### src/rtl/cdb_arbiter.sv
// Common data bus arbiter: one-entry holding register per functional unit,
// round-robin grant onto a registered CDB broadcast.

module cdb_hold #(
    parameter int W = 8
) (
    input  logic         clk_in,
    input  logic         rst_in,
    input  logic         flush_in,
    input  logic         accept,
    input  logic         grant,
    input  logic [W-1:0] data,
    output logic         valid,
    output logic [W-1:0] q
);
    // accept outranks grant so a granted entry can be refilled in the same cycle
    always_ff @(posedge clk_in) begin
        if (rst_in || flush_in)
            valid <= 1'b0;
        else if (accept)
            valid <= 1'b1;
        else if (grant)
            valid <= 1'b0;
    end

    always_ff @(posedge clk_in) begin
        if (accept)
            q <= data;
    end
endmodule

module cdb_arbiter #(
    parameter int NUM_FU   = 4,
    parameter int ROB_IX_W = 3,
    parameter int DATA_W   = 32
) (
    input  logic                         clk_in,
    input  logic                         rst_in,
    input  logic                         flush_in,
    input  logic [NUM_FU-1:0]            fu_valid_in,
    input  logic [NUM_FU*ROB_IX_W-1:0]   fu_rob_ix_in,
    input  logic [NUM_FU*DATA_W-1:0]     fu_value_in,
    input  logic [NUM_FU*DATA_W-1:0]     fu_dest_in,
    output logic [NUM_FU-1:0]            fu_ready_out,
    output logic                         cdb_valid_out,
    output logic [ROB_IX_W-1:0]          cdb_rob_ix_out,
    output logic [DATA_W-1:0]            cdb_value_out,
    output logic [DATA_W-1:0]            cdb_dest_out,
    output logic [$clog2(NUM_FU)-1:0]    cdb_src_out
);
    localparam int PTR_W = $clog2(NUM_FU);

    typedef struct packed {
        logic [ROB_IX_W-1:0] rob_ix;
        logic [DATA_W-1:0]   value;
        logic [DATA_W-1:0]   dest;
    } entry_t;

    entry_t [NUM_FU-1:0] fu_entry;
    entry_t [NUM_FU-1:0] hold_entry;
    logic   [NUM_FU-1:0] hold_valid;
    logic   [NUM_FU-1:0] grant;
    logic   [NUM_FU-1:0] accept;
    logic   [PTR_W-1:0]  rr_ptr;
    logic   [PTR_W-1:0]  gnt_ix;
    logic                gnt_any;
    entry_t              cdb_q;

    for (genvar g = 0; g < NUM_FU; g++) begin : g_fu
        assign fu_entry[g].rob_ix = fu_rob_ix_in[g*ROB_IX_W +: ROB_IX_W];
        assign fu_entry[g].value  = fu_value_in[g*DATA_W +: DATA_W];
        assign fu_entry[g].dest   = fu_dest_in[g*DATA_W +: DATA_W];
        assign fu_ready_out[g]    = !rst_in && !flush_in && (!hold_valid[g] || grant[g]);
        assign accept[g]          = fu_valid_in[g] && fu_ready_out[g];

        cdb_hold #(.W($bits(entry_t))) u_hold (
            .clk_in   (clk_in),
            .rst_in   (rst_in),
            .flush_in (flush_in),
            .accept   (accept[g]),
            .grant    (grant[g]),
            .data     (fu_entry[g]),
            .valid    (hold_valid[g]),
            .q        (hold_entry[g])
        );
    end

    // first held entry at or above rr_ptr, wrapping modulo NUM_FU
    always_comb begin
        int idx;
        grant   = '0;
        gnt_ix  = '0;
        gnt_any = 1'b0;
        idx     = 0;
        for (int k = 0; k < NUM_FU; k++) begin
            idx = int'(rr_ptr) + k;
            if (idx >= NUM_FU)
                idx = idx - NUM_FU;
            if (!gnt_any && hold_valid[idx]) begin
                gnt_any = 1'b1;
                gnt_ix  = idx[PTR_W-1:0];
            end
        end
        if (gnt_any)
            grant[gnt_ix] = 1'b1;
    end

    always_ff @(posedge clk_in) begin
        if (rst_in) begin
            rr_ptr        <= '0;
            cdb_valid_out <= 1'b0;
            cdb_q         <= '0;
            cdb_src_out   <= '0;
        end else if (flush_in) begin
            cdb_valid_out <= 1'b0;
        end else if (gnt_any) begin
            rr_ptr        <= (gnt_ix == PTR_W'(NUM_FU-1)) ? '0 : gnt_ix + 1'b1;
            cdb_valid_out <= 1'b1;
            cdb_q         <= hold_entry[gnt_ix];
            cdb_src_out   <= gnt_ix;
        end else begin
            cdb_valid_out <= 1'b0;
        end
    end

    assign cdb_rob_ix_out = cdb_q.rob_ix;
    assign cdb_value_out  = cdb_q.value;
    assign cdb_dest_out   = cdb_q.dest;
endmodule
### config.mk
export PLATFORM = sky130hd
export DESIGN_NAME = cdb_arbiter
export DESIGN_NICKNAME = d
export VERILOG_FILES = /design/src/rtl/cdb_arbiter.sv
export SDC_FILE = /design/constraint.sdc
export NUM_CORES = 1
export LEC_CHECK = 0
export CORE_ASPECT_RATIO = 0.75
export CORE_MARGIN = 3
export CORE_UTILIZATION = 45
export DETAILED_ROUTE_END_ITERATION = 10
export PLACE_DENSITY_LB_ADDON = 0.05
export SETUP_SLACK_MARGIN = 0.05
export SLEW_MARGIN = 20
export SYNTH_ARGS = -nofsm -noshare
export SYNTH_HDL_FRONTEND = slang
export SYNTH_SLANG_ARGS = --single-unit
### constraint.sdc
create_clock -name clk_in -period 11.3 [get_ports clk_in]
set_clock_uncertainty 0.2 [all_clocks]
set_input_delay 1.695 -clock clk_in [delete_from_list [all_inputs] [get_ports clk_in]]
set_output_delay 1.695 -clock clk_in [all_outputs]
set_load 0.01 [all_outputs]
==> impl_metrics.csv <==
group,metric,value,unit
status,status,"complete, no violations",
logic_synthesis,synth_top_area_share,53.9,%
clock_network,cts_tree,"done",
clock_network,cts_resized,0,
logic_synthesis,ys_top_cells_by_count,"edfxtp_1 (268), o21ai_0 (150), nand2_1 (98), dfxtp_1 (76), o22ai_1 (68)",
floorplan,initial_core_util,45.9,%
logic_synthesis,yosysMostFrequentCell,"edfxtp_1",
final_layout,final_cells,1922,
detailed_routing,routed_wl,47.3,mm
detailed_routing,vias,11800,
logic_synthesis,ys_ff_latch,344,
sta,setup_viol,0,
floorplan,pin_count,349,
pwr,vdd_ir_drop_max,0.115,mV
pwr,p_leak,6.34,nW
logic_synthesis,yosysUniqueCellTypes,53,
pwr,report.power.total,3.04,mW
detailed_routing,detail_route.wl_per_cell,24.6,um
sta,grt_setup_unrepaired,"no",
detailed_routing,drt_iter0_drc,1453,
global_routing,track_usage,25.9,%
setup_path,crit_slowest_cell,"clkdlybuf4s50_1",
global_routing,grt_max_degree,102,
min_path,holdPathEnd,"cdb_src_out[1]",
floorplan,coreArea,32500,um2
final_layout,drive_gt1_share,7.26,%
placed_design,dp_cells,1850,
setup_path,r2r_start,"rr_ptr[1]",
placed_design,io_buffers,348,
setup_path,cpPeakStageDelay,0.56,ns
final_layout,nets,1723,
setup_path,worst_setup_path_end_kind,"output port",
sta,hold_ws,0.256,ns
sta,slew_violations,0,
clock_network,cts_setup_buffers,0,
clock_network,cts_buffer_depth,3,
logic_synthesis,synth_edf_count,268,
setup_path,crit_required,9.41,ns
setup_path,cp_cell_sequence,"clkdlybuf4s50_1 -> or2_2 -> nor2_1 -> clkdlybuf4s50_1",
setup_path,cpMostUsedCell,"clkdlybuf4s50_1",
setup_path,cp_max_fo,7,
detailed_routing,drtAntennaViolNets,0,
floorplan,die_y,164,um
logic_synthesis,avgSynthCellArea,12.6,um2
pwr,p_per_area,155,nW/um2
floorplan,die_width,216,um
setup_path,cp_num_buf_inv,2,
min_path,hold_class,"flop to flop",
placed_design,place.gp.congestion,0.817,
global_routing,grt_pass1_vias,11300,
setup_path,r2r_setup_slack,7.78,ns
clock_network,clk_pin_slew,0.06,ns
global_routing,overflow,0,
detailed_routing,vias_per_cell,6.13,
logic_synthesis,yosysSeqAreaShare,64.1,%
setup_path,ff2ff_path_depth,6,
min_path,hold_start,"cdb_src_out[1]",
logic_synthesis,ys_warn_count,0,
clock_network,clk_latency,0.52,ns
logic_synthesis,synthCells,1182,
sta,setup-tns-final,0,ns
placed_design,hpwl,28.4,mm
run,maxCapViolCount,0,
floorplan,row_count,57,
sta,fmax,191,MHz
logic_synthesis,synthesis.nets,1457,
setup_path,crit_type,"input port to output port",
sta,maxSlewHeadroom,24.4,%
logic_synthesis,synth_area_leader_cell,"edfxtp_1",
sta,min_period,5.25,ns
clock_network,cts_sinks,344,
min_path,holdPathStages,2,
setup_path,crit_family,"buffers and inverters",
clock_network,cts_buffers,36,
setup_path,r2r-end,"g_fu[3].u_hold.q[1]",
global_routing,grt_pass1_wl,70.6,mm
clock_network,hold_buffers,0,
global_routing,antenna_found_initial,5,
clock_network,htreeDepth,2,
setup_path,worst_setup_path_start_kind,"input port",
sta,period_share,46.4,%
logic_synthesis,synth_flop_cell,"edfxtp_1",
logic_synthesis,async_flop_share,0,%
clock_network,cts-root-buf,"clkbuf_16",
final_layout,syn_to_final_growth,32.0,%
setup_path,worst-endpoint-arrival,3.35,ns
logic_synthesis,ys_top_cells_by_area,"edfxtp_1 (54%), dfxtp_1 (10%), o21ai_0 (5.0%)",
detailed_routing,drc,0,
sta,finalHoldViolCount,0,
final_layout,nFillCells,2653,
logic_synthesis,netlist_area,14900,um2
sta,worst_pin_slew,1.13,ns
floorplan,dieArea,35400,um2
detailed_routing,drt_pass1_iterations,6,
layout by cell type, fill, tap and decap left out, drive strengths merged, types with 3 or more instances in the layout:
master and n:
and2 47, a21oi 5, and3 23, mux2i 23, o311ai 46, edfxtp 268, a41oi 46, diode 6
o221ai 21, inv 5, o21ai 164, o21a 4, nand2 98, nor3b 3, a221oi 68, a31oi 46
clkbuf 59, nor2 9, o22ai 68, dfxtp 76, clkdlybuf4s50 348, buf 19
worst max-delay path by stage:
stage	slack (ns)	from	cells past startpoint	to
2_1_floorplan	3.46	flush_in	3	g_fu[3].u_hold.q[0]
3_3_place_gp	6.06	rst_in	4	fu_ready_out[3]
3_5_place_dp	6.06	rst_in	4	fu_ready_out[1]
4_1_cts	6.05	rst_in	4	fu_ready_out[1]
5_1_grt	5.97	rst_in	4	fu_ready_out[1]
6_report	6.05	rst_in	4	fu_ready_out[1]
worst reg2reg max path, stage by stage (launching register included):
cell      delay, ns
dfxtp_1        0.95
and2b_1        0.29
o21ai_2        0.10
buf_4          0.29
a21boi_0       0.25
nor3b_2        0.23
buf_4          0.77
kinds of logic (layout without fill, tap and decap cells):
kind of cell / after synthesis / count (layout) / synth area share [%]
buffers and inverters: 144 / 436 / 5.17
DFF: 344 / 344 / 64.1
and+or+nand+nor: 189 / 189 / 6.27
xor gates and xnor gates: 1 / 1 / 0.0587
other: 0 / 6 / 0
AOI/OAI and AO/OA: 479 / 479 / 22.6
muxes: 25 / 25 / 1.80
cell type report:
| cell class | count | area, um2 | area share [%] |
|---|---|---|---|
| Clock buffer | 59 | 1090 | 5.53 |
| Tap cell | 442 | 553 | 2.81 |
| Timing Repair Buffer | 367 | 3680 | 18.7 |
| Clock inverter | 5 | 77.6 | 0.394 |
| Sequential cell | 344 | 9580 | 48.7 |
| Multi-Input combinational cell | 694 | 4680 | 23.8 |
| Antenna cell | 6 | 15.0 | 0.0762 |
| Inverter | 5 | 18.8 | 0.0953 |
per-stage QoR:
step	utilization (%)	setup slack (ns)	cell area, um2
3_5_place_dp	56.8	6.06	18500
4_1_cts	60.4	6.05	19600
5_1_grt	60.6	5.97	19700
2_1_floorplan	-	3.46	14900
3_3_place_gp	56.7	6.06	18400
6_report	60.6	6.05	19700
report_power, final:
part	switching [mW]	internal, mW
sequential	0.0359	1.42
clock	0.481	0.703
combinational	0.204	0.197
total	0.721	2.32
flip-flops by register name, summed over array words and instances, names as in the netlist:
register	flops
cdb_src_out	2
cdb_rob_ix_out	3
g_fu.u_hold.valid	4
cdb_value_out	32
cdb_dest_out	32
cdb_valid_out	1
g_fu.u_hold.q	268
rr_ptr	2
layer usage:
layer,track usage [%],routed length [um]
met4,7.84,1150
met5,0,0
met1,37.9,20700
met2,39.9,21800
met3,4.35,3690
Note: power is estimated with default switching activity, not from simulation.
